===== src/rtl/stack_cpu_controller_if.sv =====
// stack_cpu_controller_if: control/status bundle between the stack CPU controller and its datapath
interface stack_cpu_controller_if;
  logic [2:0] opcode;
  logic       zero;
  logic       pc_write;
  logic       pc_src;
  logic       iord;
  logic       mem_read;
  logic       mem_write;
  logic       ir_write;
  logic       push;
  logic       pop;
  logic       tos;
  logic       stack_src;
  logic       a_ld;
  logic       b_ld;
  logic [1:0] alu_op;
  logic       done;
  logic [3:0] state;
  modport master (
    input  opcode, zero,
    output pc_write, pc_src, iord, mem_read, mem_write, ir_write, push, pop, tos,
           stack_src, a_ld, b_ld, alu_op, done, state
  );
  modport slave (
    output opcode, zero,
    input  pc_write, pc_src, iord, mem_read, mem_write, ir_write, push, pop, tos,
           stack_src, a_ld, b_ld, alu_op, done, state
  );
endinterface


===== src/rtl/stack_cpu_controller.sv =====
// stack_cpu_controller: multicycle Moore FSM sequencing the 8-bit stack processor datapath
module stack_cpu_controller (
  input logic clk,
  input logic rst,
  stack_cpu_controller_if.master bus
);
  typedef enum logic [3:0] {
    S_IDLE = 4'd0, S_FETCH = 4'd1, S_LDIR = 4'd2, S_DECODE = 4'd3,
    S_POP1 = 4'd4, S_POP2 = 4'd5, S_LDB = 4'd6, S_NOTA = 4'd7,
    S_EXEC = 4'd8, S_MRD = 4'd9, S_PUSHM = 4'd10, S_POPS = 4'd11,
    S_MWR = 4'd12, S_JMP = 4'd13, S_JZ = 4'd14
  } state_t;
  // plain vector so the unused encoding 15 is representable and recovers to IDLE
  logic [3:0] st;
  // state sequencing; opcode only matters in DECODE and POP1
  always_ff @(posedge clk)
    if (rst) st <= S_IDLE;
    else
      case (st)
        S_IDLE:   st <= S_FETCH;
        S_FETCH:  st <= S_LDIR;
        S_LDIR:   st <= S_DECODE;
        S_DECODE: st <= !bus.opcode[2] ? S_POP1 :
                        bus.opcode == 3'b100 ? S_MRD :
                        bus.opcode == 3'b101 ? S_POPS :
                        bus.opcode == 3'b110 ? S_JMP : S_JZ;
        S_POP1:   st <= bus.opcode == 3'b011 ? S_NOTA : S_POP2;
        S_POP2:   st <= S_LDB;
        S_LDB:    st <= S_EXEC;
        S_NOTA:   st <= S_EXEC;
        S_MRD:    st <= S_PUSHM;
        S_POPS:   st <= S_MWR;
        S_EXEC, S_PUSHM, S_MWR, S_JMP, S_JZ: st <= S_FETCH;
        default:  st <= S_IDLE;
      endcase
  // outputs decoded from the state register; zero gates the branch only in JZ
  assign bus.pc_write  = st == S_FETCH || st == S_JMP || (st == S_JZ && bus.zero);
  assign bus.pc_src    = st == S_JMP || st == S_JZ;
  assign bus.iord      = st == S_MRD || st == S_MWR;
  assign bus.mem_read  = st == S_FETCH || st == S_MRD;
  assign bus.mem_write = st == S_MWR;
  assign bus.ir_write  = st == S_LDIR;
  assign bus.push      = st == S_EXEC || st == S_PUSHM;
  assign bus.pop       = st == S_POP1 || st == S_POP2 || st == S_POPS;
  assign bus.tos       = st == S_DECODE;
  assign bus.stack_src = st == S_PUSHM;
  assign bus.a_ld      = st == S_POP2 || st == S_NOTA;
  assign bus.b_ld      = st == S_LDB;
  assign bus.alu_op    = st == S_EXEC ? bus.opcode[1:0] : 2'b00;
  assign bus.done      = st == S_EXEC || st == S_PUSHM || st == S_MWR || st == S_JMP || st == S_JZ;
  assign bus.state     = st;
endmodule


===== src/flat_wrapper.sv =====
// flat-port wrapper written by rule: the top's interface ports become plain ports
module stack_cpu_controller_flat 
  (clk, rst, bus_opcode, bus_zero, bus_pc_write, bus_pc_src, bus_iord, bus_mem_read, bus_mem_write, bus_ir_write, bus_push, bus_pop, bus_tos, bus_stack_src, bus_a_ld, bus_b_ld, bus_alu_op, bus_done, bus_state);
  stack_cpu_controller_if bus_i ();
  input logic clk;
  input logic rst;
  input wire logic [$bits(bus_i.opcode)-1:0] bus_opcode;
  input wire logic [$bits(bus_i.zero)-1:0] bus_zero;
  output wire logic [$bits(bus_i.pc_write)-1:0] bus_pc_write;
  output wire logic [$bits(bus_i.pc_src)-1:0] bus_pc_src;
  output wire logic [$bits(bus_i.iord)-1:0] bus_iord;
  output wire logic [$bits(bus_i.mem_read)-1:0] bus_mem_read;
  output wire logic [$bits(bus_i.mem_write)-1:0] bus_mem_write;
  output wire logic [$bits(bus_i.ir_write)-1:0] bus_ir_write;
  output wire logic [$bits(bus_i.push)-1:0] bus_push;
  output wire logic [$bits(bus_i.pop)-1:0] bus_pop;
  output wire logic [$bits(bus_i.tos)-1:0] bus_tos;
  output wire logic [$bits(bus_i.stack_src)-1:0] bus_stack_src;
  output wire logic [$bits(bus_i.a_ld)-1:0] bus_a_ld;
  output wire logic [$bits(bus_i.b_ld)-1:0] bus_b_ld;
  output wire logic [$bits(bus_i.alu_op)-1:0] bus_alu_op;
  output wire logic [$bits(bus_i.done)-1:0] bus_done;
  output wire logic [$bits(bus_i.state)-1:0] bus_state;
  assign bus_i.opcode = bus_opcode;
  assign bus_i.zero = bus_zero;
  assign bus_pc_write = bus_i.pc_write;
  assign bus_pc_src = bus_i.pc_src;
  assign bus_iord = bus_i.iord;
  assign bus_mem_read = bus_i.mem_read;
  assign bus_mem_write = bus_i.mem_write;
  assign bus_ir_write = bus_i.ir_write;
  assign bus_push = bus_i.push;
  assign bus_pop = bus_i.pop;
  assign bus_tos = bus_i.tos;
  assign bus_stack_src = bus_i.stack_src;
  assign bus_a_ld = bus_i.a_ld;
  assign bus_b_ld = bus_i.b_ld;
  assign bus_alu_op = bus_i.alu_op;
  assign bus_done = bus_i.done;
  assign bus_state = bus_i.state;
  stack_cpu_controller u_core (.clk(clk), .rst(rst), .bus(bus_i));
endmodule

===== config.mk =====
export PLATFORM = sky130hd
export DESIGN_NAME = stack_cpu_controller_flat
export DESIGN_NICKNAME = d
export VERILOG_FILES = /design/src/rtl/stack_cpu_controller_if.sv /design/src/rtl/stack_cpu_controller.sv /design/src/flat_wrapper.sv
export SDC_FILE = /design/constraint.sdc
export NUM_CORES = 1
export LEC_CHECK = 0
export CORE_AREA = 2 2 39 41
export CTS_BUF_LIST = sky130_fd_sc_hd__clkbuf_8
export CTS_CLUSTER_SIZE = 12
export DETAILED_ROUTE_END_ITERATION = 10
export DIE_AREA = 0 0 41 43
export PLACE_DENSITY = 0.72
export SYNTH_ARGS = -nofsm -noshare
export SYNTH_HDL_FRONTEND = slang
export SYNTH_SLANG_ARGS = --single-unit

===== constraint.sdc =====
create_clock -name clk -period 1.6 [get_ports clk]
set_input_delay 0.32 -clock clk [delete_from_list [all_inputs] [get_ports clk]]
set_output_delay 0.32 -clock clk [all_outputs]
set_load 0.01 [all_outputs]

### Word-level counts from Yosys, hierarchy flattened

Cells that the tools add are included.

| word-level totals | value |
|---|---|
| register bits after elaboration | 4 |
| output and inout port bits | 19 |
| logic and storage cells | 42 |

| operators by class | value |
|---|---|
| eq/ne operators | 18 |
| mux-type cells | 7 |
| reduce and logical (&&, ||, !) cells | 16 |

Operators by type and width:

| kind | count |
|---|---|
| $pmux W4 S9 | 1 |
| $eq A4 B4 Y1 const B | 7 |
| $eq A4 B3 Y1 const B | 4 |
| $logic_or A1 B1 Y1 | 12 |
| $mux W4 | 3 |
| $eq A3 B3 Y1 const B | 3 |
| $eq A4 B2 Y1 const B | 2 |
| $mux W2 | 3 |
| $reduce_or A6 Y1 | 1 |
| $eq A4 B1 Y1 const B | 1 |
| $logic_not A4 Y1 | 1 |
| $eq A3 B2 Y1 const B | 1 |
| $reduce_or A2 Y1 | 1 |
| $logic_and A1 B1 Y1 | 1 |

### Logic depth before layout (Yosys ltp)

Gate-level depths: netlist of the first run.

| depth | value |
|---|---|
| depth in word-level cells | 6 |
| depth in mapped cells | 5 |
| gate-level depth less buffers | 3 |

### Worst setup path after synthesis of the first run

No wires, ideal clock.

| timing path | value |
|---|---|
| path kind | reg2out |
| start point | register u_core.st[2] (netlist: u_core.bus.state[2]) |
| end point | output bus_pc_write |
| arrival time | 1.032 ns |
| required time | 1.280 ns |
| setup slack | 0.248 ns |
| cell stages (with the launch flop) | 5 |
| cells stage by stage | dfxtp_1 > buf_6 > and2b_1 > nor3_1 > a21o_1 |

| between the ends | value |
|---|---|
| word-level cells in the longest chain between the ends | 3 |
| elaborated cells on any way between the ends | 6 |
| those cells by class | eq/ne (3); reduce/logical (3) |

Ends and longest elaborated chain:

| what | RTL line | source |
|---|---|---|
| start: declaration | stack_cpu_controller.sv:14 | `logic [3:0] st;` |
| start signal: assignment | stack_cpu_controller.sv:23 | `S_DECODE: st <= !bus.opcode[2] ? S_POP1 :` |
| start signal: assignment | stack_cpu_controller.sv:27 | `S_POP1: st <= bus.opcode == 3'b011 ? S_NOTA : S_POP2;` |
| $eq A4 B1 Y1 / $eq A4 B4 Y1 (equally long branches) | stack_cpu_controller.sv:37 | `assign bus.pc_write = st == S_FETCH \|\| st == S_JMP \|\| (st == S_JZ && bus.zero);` |
| $logic_or A1 B1 Y1 / $logic_and A1 B1 Y1 (equally long branches) | stack_cpu_controller.sv:37 |  |
| $logic_or A1 B1 Y1 (*) | stack_cpu_controller.sv:37 |  |
| end: declaration | flat_wrapper.sv:9 | `output wire logic [$bits(bus_i.pc_write)-1:0] bus_pc_write;` |

Mark *: on every way between the ends. The rest lies on a longest branch, timed or not.

### Final worst setup path of the first run

Same ends and word-level chain as after synthesis.

==> results of run 1 <==
==> worst max-delay path by stage <==
stage                               end  slack, ns  cells past startpoint
after floorplan            bus_pc_write       0.25                      4
after global placement    bus_alu_op[0]      -0.18                      3
after detailed placement  bus_alu_op[1]      -0.19                      3
after CTS                      bus_iord     0.0004                      4
after global routing       bus_pc_write      -0.02                      5
final                      bus_pc_write       0.02                      5
==> cell type report <==
cell class	instances	area, µm²
Timing Repair Buffer	49	389
Inverter	3	11.3
Tap cell	16	20.0
Fill cell	123	503
Sequential cell	4	90.1
Multi-Input combinational cell	45	329
Clock buffer	3	41.3
==> per-layer routing <==
| metal | global-route usage, % | vias to the layer above | share of wire, % |
|---|---|---|---|
| met3 | 3.14 | 2 | 5.7 |
| li1 | - | 294 | - |
| met4 | 8.00 | 0 | 1.9 |
| met5 | 0 | - | 0 |
| met2 | 26.9 | 21 | 49 |
| met1 | 20.9 | 247 | 43 |
==> cell usage after synthesis (all sizes together) <==
cell type | count | share of area [%]
nor2 | 6 | 5.6
nand2 | 5 | 4.6
buf | 4 | 8.0
dfxtp | 4 | 20
nand2b | 4 | 6.2
a21oi | 3 | 3.7
a31oi | 3 | 4.6
and3 | 3 | 4.6
inv | 3 | 2.8
nor3 | 3 | 3.7
a21o | 2 | 3.7
and2b | 2 | 3.7
nand3 | 2 | 3.7
o21ai | 2 | 2.5
a21boi | 1 | 1.9
a2bb2oi | 1 | 2.2
and2 | 1 | 1.5
and3b | 1 | 2.2
and4bb | 1 | 4.0
nand4 | 1 | 1.5
nor4b | 1 | 3.7
o21bai | 1 | 1.9
or2b | 1 | 1.9
xor2 | 1 | 2.2
==> cells by family after synthesis <==
group	after synthesis	synth area share, %
XOR/XNOR	1	2.16
AND/OR/NAND/NOR	31	46.9
buffers and inverters	7	10.8
AO/OA/AOI/OAI	13	20.4
flip-flops	4	19.8
==> per-stage QoR <==
stage	instances	worst slack, ns
2_1_floorplan	56	0.248
3_3_place_gp	114	-0.183
3_5_place_dp	114	-0.192
4_1_cts	120	0.000434
5_1_grt	120	-0.0223
6_report	120	0.0240
==> report_power, final <==
group          total [mW]  internal (mW)  leakage, nW  switching (mW)
clock               0.218          0.161       0.0216          0.0568
sequential          0.130          0.111       0.0349          0.0199
combinational       0.236          0.142        0.437          0.0935
total               0.584          0.414        0.493           0.170
==> repair_timing <==
action | in CTS | in global routing
hold endpoints to repair | 0 | 0
pin swaps | 1 | 2
setup endpoints to repair | 17 | 10
gates resized for setup | 44 | 13
hold buffers | 0 | 0
setup buffers | 3 | 0
==> worst reg2reg max path: cells and delay by family, from the launching register on <==
family	cells	cell delay, ns
simple gates	2	0.40
buf+inv	2	0.28
compound gates	1	0.15
flops	1	0.32
==> flow_summary.json, run 1 <==
{
  "syn_area_per_cell_um2": 7.24,
  "slowest_delay_ns": 0.35,
  "path_class": "reg -> out",
  "die_w_um": 41,
  "diodes": 0,
  "fin_skew_ns": 0.00263,
  "synth_warnings": 0,
  "crit_fanout": 6,
  "rrSetupSlack_ns": 0.38,
  "reg2reg_depth": 5,
  "dp_hpwl_um": 943,
  "cp_cell_sequence": "buf_4 > nand2_1 > nor2_1 > a21o_1 > clkdlybuf4s15_2",
  "max_slew_margin_pct": 84.6,
  "reg2reg_from": "u_core.bus.state[3]",
  "h-tree-depth": 1,
  "synth_nets": 62,
  "antenna_found_initial": 0,
  "grt_start_max_net_pins": 10,
  "rsz0062_at_grt": "true",
  "ys_seq_area_share_pct": 19.8,
  "drive_gt1_share_pct": 49.0,
  "timing.hold.ws_ns": 0.669,
  "p_total_mw": 0.584,
  "powerDensity_nw_per_um2": 663,
  "via_per_inst": 4.70,
  "fp.dieH_um": 43,
  "cp-start-kind": "register",
  "fin_crit_ns": 1.58,
  "path_clk_slew_ns": 0.03,
  "firstDrtPassIters": 4,
  "io_buffers": 24,
  "clkSinkCount": 4,
  "gp_congestion": 0.785,
  "rows": 14,
  "cts_made_buffers": 3,
  "area_growth_pct": 117,
  "cts_tree": "built",
  "dr_total_vias": 564,
  "synth_area_um2": 405,
  "critPathRequiredTime_ns": 1.28,
  "fp.dieArea_um2": 1760,
  "cpMaxStageDelayCell": "dfxtp_4",
  "synth_cells": 56,
  "post-route-drc-count": 0,
  "grt-ovfl-total": 0,
  "core_area_um2": 1380,
  "fmax_mhz": 635,
  "grt_pass1_vias": 481,
  "cp_num_buf_inv": 2,
  "min-delay-path-class": "in -> reg",
  "hold_depth": 2,
  "drt_iter0_drc": 6,
  "clock_path_buffers": 2,
  "grt_pass1_wl_um": 2040,
  "wire_per_inst_um": 10.6,
  "power_leakage_nw": 0.493,
  "initial_utilization_pct": 29.3,
  "hold_viol_final": 0,
  "cpLargestDelayFamily": "flip-flops",
  "ios": 25,
  "grt_use_total_pct": 17.0,
  "final_common_cell": "buf_4",
  "placed_area_um2": 798,
  "worstHoldStart": "rst",
  "drv_cap": 0,
  "routed_wl_um": 1270,
  "final_core_util_pct": 63.7,
  "final_cell_area_um2": 881,
  "endpoint_kind": "primary output",
  "tns_ns": 0,
  "outcome": "finished, final reports clean",
  "tightest_slew_ns": 0.231,
  "ys_seq_elements": 4,
  "insertion_delay_ns": 0.22,
  "finalCritPeriodShare_pct": 98.5,
  "layout_common_cells": "24 x buf_4, 6 x nor2_1, 6 x clkdlybuf4s50_1",
  "crit_arrival_ns": 1.26,
  "cts_root_buf": "clkbuf_8",
  "hold_end": "u_core.bus.state[3]",
  "crit_start": "u_core.bus.state[2]",
  "drv_slew": 0,
  "ant_nets": 0,
  "irDropWorstVdd_uv": 620,
  "synth_cell_types": 26,
  "reg2reg_to": "u_core.bus.state[1]",
  "num-nets-final": 112,
  "largest_register_ffs": 4,
  "final-setup-viol-count": 0
}
(Power assumes the default switching activity.)
==> run 2: changes to the inputs <==
==> constraint.sdc (replaced) <==
create_clock -name clk -period 1.5 [get_ports clk]
set_input_delay 0.3 -clock clk [delete_from_list [all_inputs] [get_ports clk]]
set_output_delay 0.3 -clock clk [all_outputs]
set_load 0.01 [all_outputs]
==> flow_summary.json, run 2 (synthesis results as in run 1) <==
{
  "setup_slack_ns": -0.0305,
  "clkSinkCount": 4,
  "p_total_mw": 0.628,
  "dr_total_vias": 571,
  "rsz0062_at_grt": "true",
  "holdBufCountCts": 0,
  "dp.cells": 114,
  "largest_register_ffs": 4,
  "core_area_um2": 1380,
  "rows": 14,
  "final_cell_area_um2": 902,
  "via_per_inst": 4.72,
  "path_clk_slew_ns": 0.03,
  "cp_cell_sequence": "and2b_2 > buf_6 > and3_4 > buf_6",
  "fmax_mhz": 653,
  "crit_top_cell": "buf_6",
  "cpLargestDelayFamily": "simple AND/OR/NAND/NOR gates",
  "tns_ns": -0.0843,
  "p_clk_share_pct": 36.9,
  "drt_iter0_drc": 4,
  "p_seq_share_pct": 21.7,
  "dp_hpwl_um": 943,
  "p_int_mw": 0.443,
  "outcome": "finished with violations",
  "grt-ovfl-total": 0,
  "final_common_cell": "buf_4",
  "drive_gt1_share_pct": 57.1,
  "tightest_slew_ns": 0.233,
  "io_buffers": 24,
  "antenna_found_initial": 0,
  "cp_num_buf_inv": 2,
  "gp_congestion": 0.785,
  "max_slew_margin_pct": 84.4,
  "power.switching_mw": 0.185,
  "grt_start_max_net_pins": 10,
  "p_comb_share_pct": 41.4,
  "fin_crit_ns": 1.53,
  "post-route-drc-count": 0,
  "grt_pass1_vias": 504,
  "critPathRequiredTime_ns": 1.20,
  "fin_skew_ns": 0.00263,
  "final-setup-viol-count": 3,
  "wire_per_inst_um": 11.5,
  "powerDensity_nw_per_um2": 697,
  "power_leakage_nw": 0.466,
  "hold_viol_final": 0,
  "crit_arrival_ns": 1.23,
  "failed_checks": "setup timing",
  "diodes": 0,
  "insertion_delay_ns": 0.22,
  "fin_cells": 121,
  "fp.dieArea_um2": 1760,
  "initial_utilization_pct": 29.3,
  "routed_wl_um": 1400,
  "firstDrtPassIters": 4,
  "drv_cap": 0,
  "grt_use_total_pct": 17.9,
  "path_class": "reg -> out",
  "finalCritPeriodShare_pct": 102,
  "fp.dieH_um": 43,
  "layout_common_cells": "20 x buf_4, 9 x buf_6, 7 x buf_2",
  "h-tree-depth": 1,
  "area_growth_pct": 123,
  "drv_slew": 0,
  "cts_root_buf": "clkbuf_8",
  "irDropWorstVdd_uv": 624,
  "die_w_um": 41,
  "slowest_delay_ns": 0.37,
  "num-nets-final": 113,
  "clock_path_buffers": 2,
  "cts_made_buffers": 3,
  "endpoint_kind": "primary output",
  "cts_tree": "built",
  "min-delay-path-class": "in -> reg",
  "cp-start-kind": "register",
  "placed_area_um2": 798,
  "cpMaxStageDelayCell": "dfxtp_4",
  "p_sw_share_pct": 29.5,
  "ant_nets": 0,
  "ios": 25,
  "grt_pass1_wl_um": 2150,
  "crit_fanout": 6
}
-- run 2: cell count changes in the layout (fill, tap and decap cells not counted), sizes merged --
cell and change:
clkbuf -1, dlygate4sd2 -2, buf +7, dlymetal6s2s -2
clkdlybuf4s50 -1
-- run 2: what timing repair did --
action | 4_1_cts | 5_1_grt
pin swaps | 1 | 1
setup endpoints to repair | 19 | 14
buffers inserted | 3 | 1
gates resized for setup | 63 | 21
-- run 2: area by class of cell --
cell class                 instances  area, µm²
clock buffer                       3       41.3
fill                             127        482
inverter                           3       11.3
multi-input combinational         45        334
sequential                         4       90.1
tap                               16       20.0
timing repair buffer              50        405
-- run 2: worst reg2reg max path, stage by stage, from the launching register on --
cell	delay, ns
dfxtp_2	0.32
buf_4	0.16
and4bb_4	0.35
buf_4	0.12
nand3_2	0.06
a31oi_1	0.15
-- run 2: layer usage --
| metal | track usage (%) | wire [µm] |
|---|---|---|
| met1 | 22.5 | 538 |
| met3 | 3.14 | 77 |
| met2 | 28.1 | 756 |
| met5 | 0 | 0 |
| met4 | 8.00 | 24 |
-- run 2: power groups by stage --
stage,sequential (mW),combinational [mW],clock [mW]
finish,0.137,0.260,0.232
global route,0.139,0.282,0.245
CTS,0.137,0.237,0.235
detailed placement,0.135,0.236,0
global placement,0.135,0.234,0
floorplan,0.129,0.110,0
-- run 2: metrics by stage --
step	hold slack (ns)	util (%)	setup WS, ns
after floorplan	0.369	-	0.168
after global placement	0.692	57.7	-0.251
after detailed placement	0.699	57.7	-0.252
after CTS	0.651	61.3	-0.0514
after global routing	0.685	65.2	-0.0692
final	0.654	65.2	-0.0305
-- run 2: worst paths after layout --
path                        from             endpoint  slack (ns)  cells after the start
max          u_core.bus.state[2]        bus_alu_op[1]       -0.03                      4
min                          rst  u_core.bus.state[3]        0.65                      2
min reg2reg  u_core.bus.state[0]  u_core.bus.state[3]        0.67                      3
max reg2reg  u_core.bus.state[3]  u_core.bus.state[1]        0.26                      5
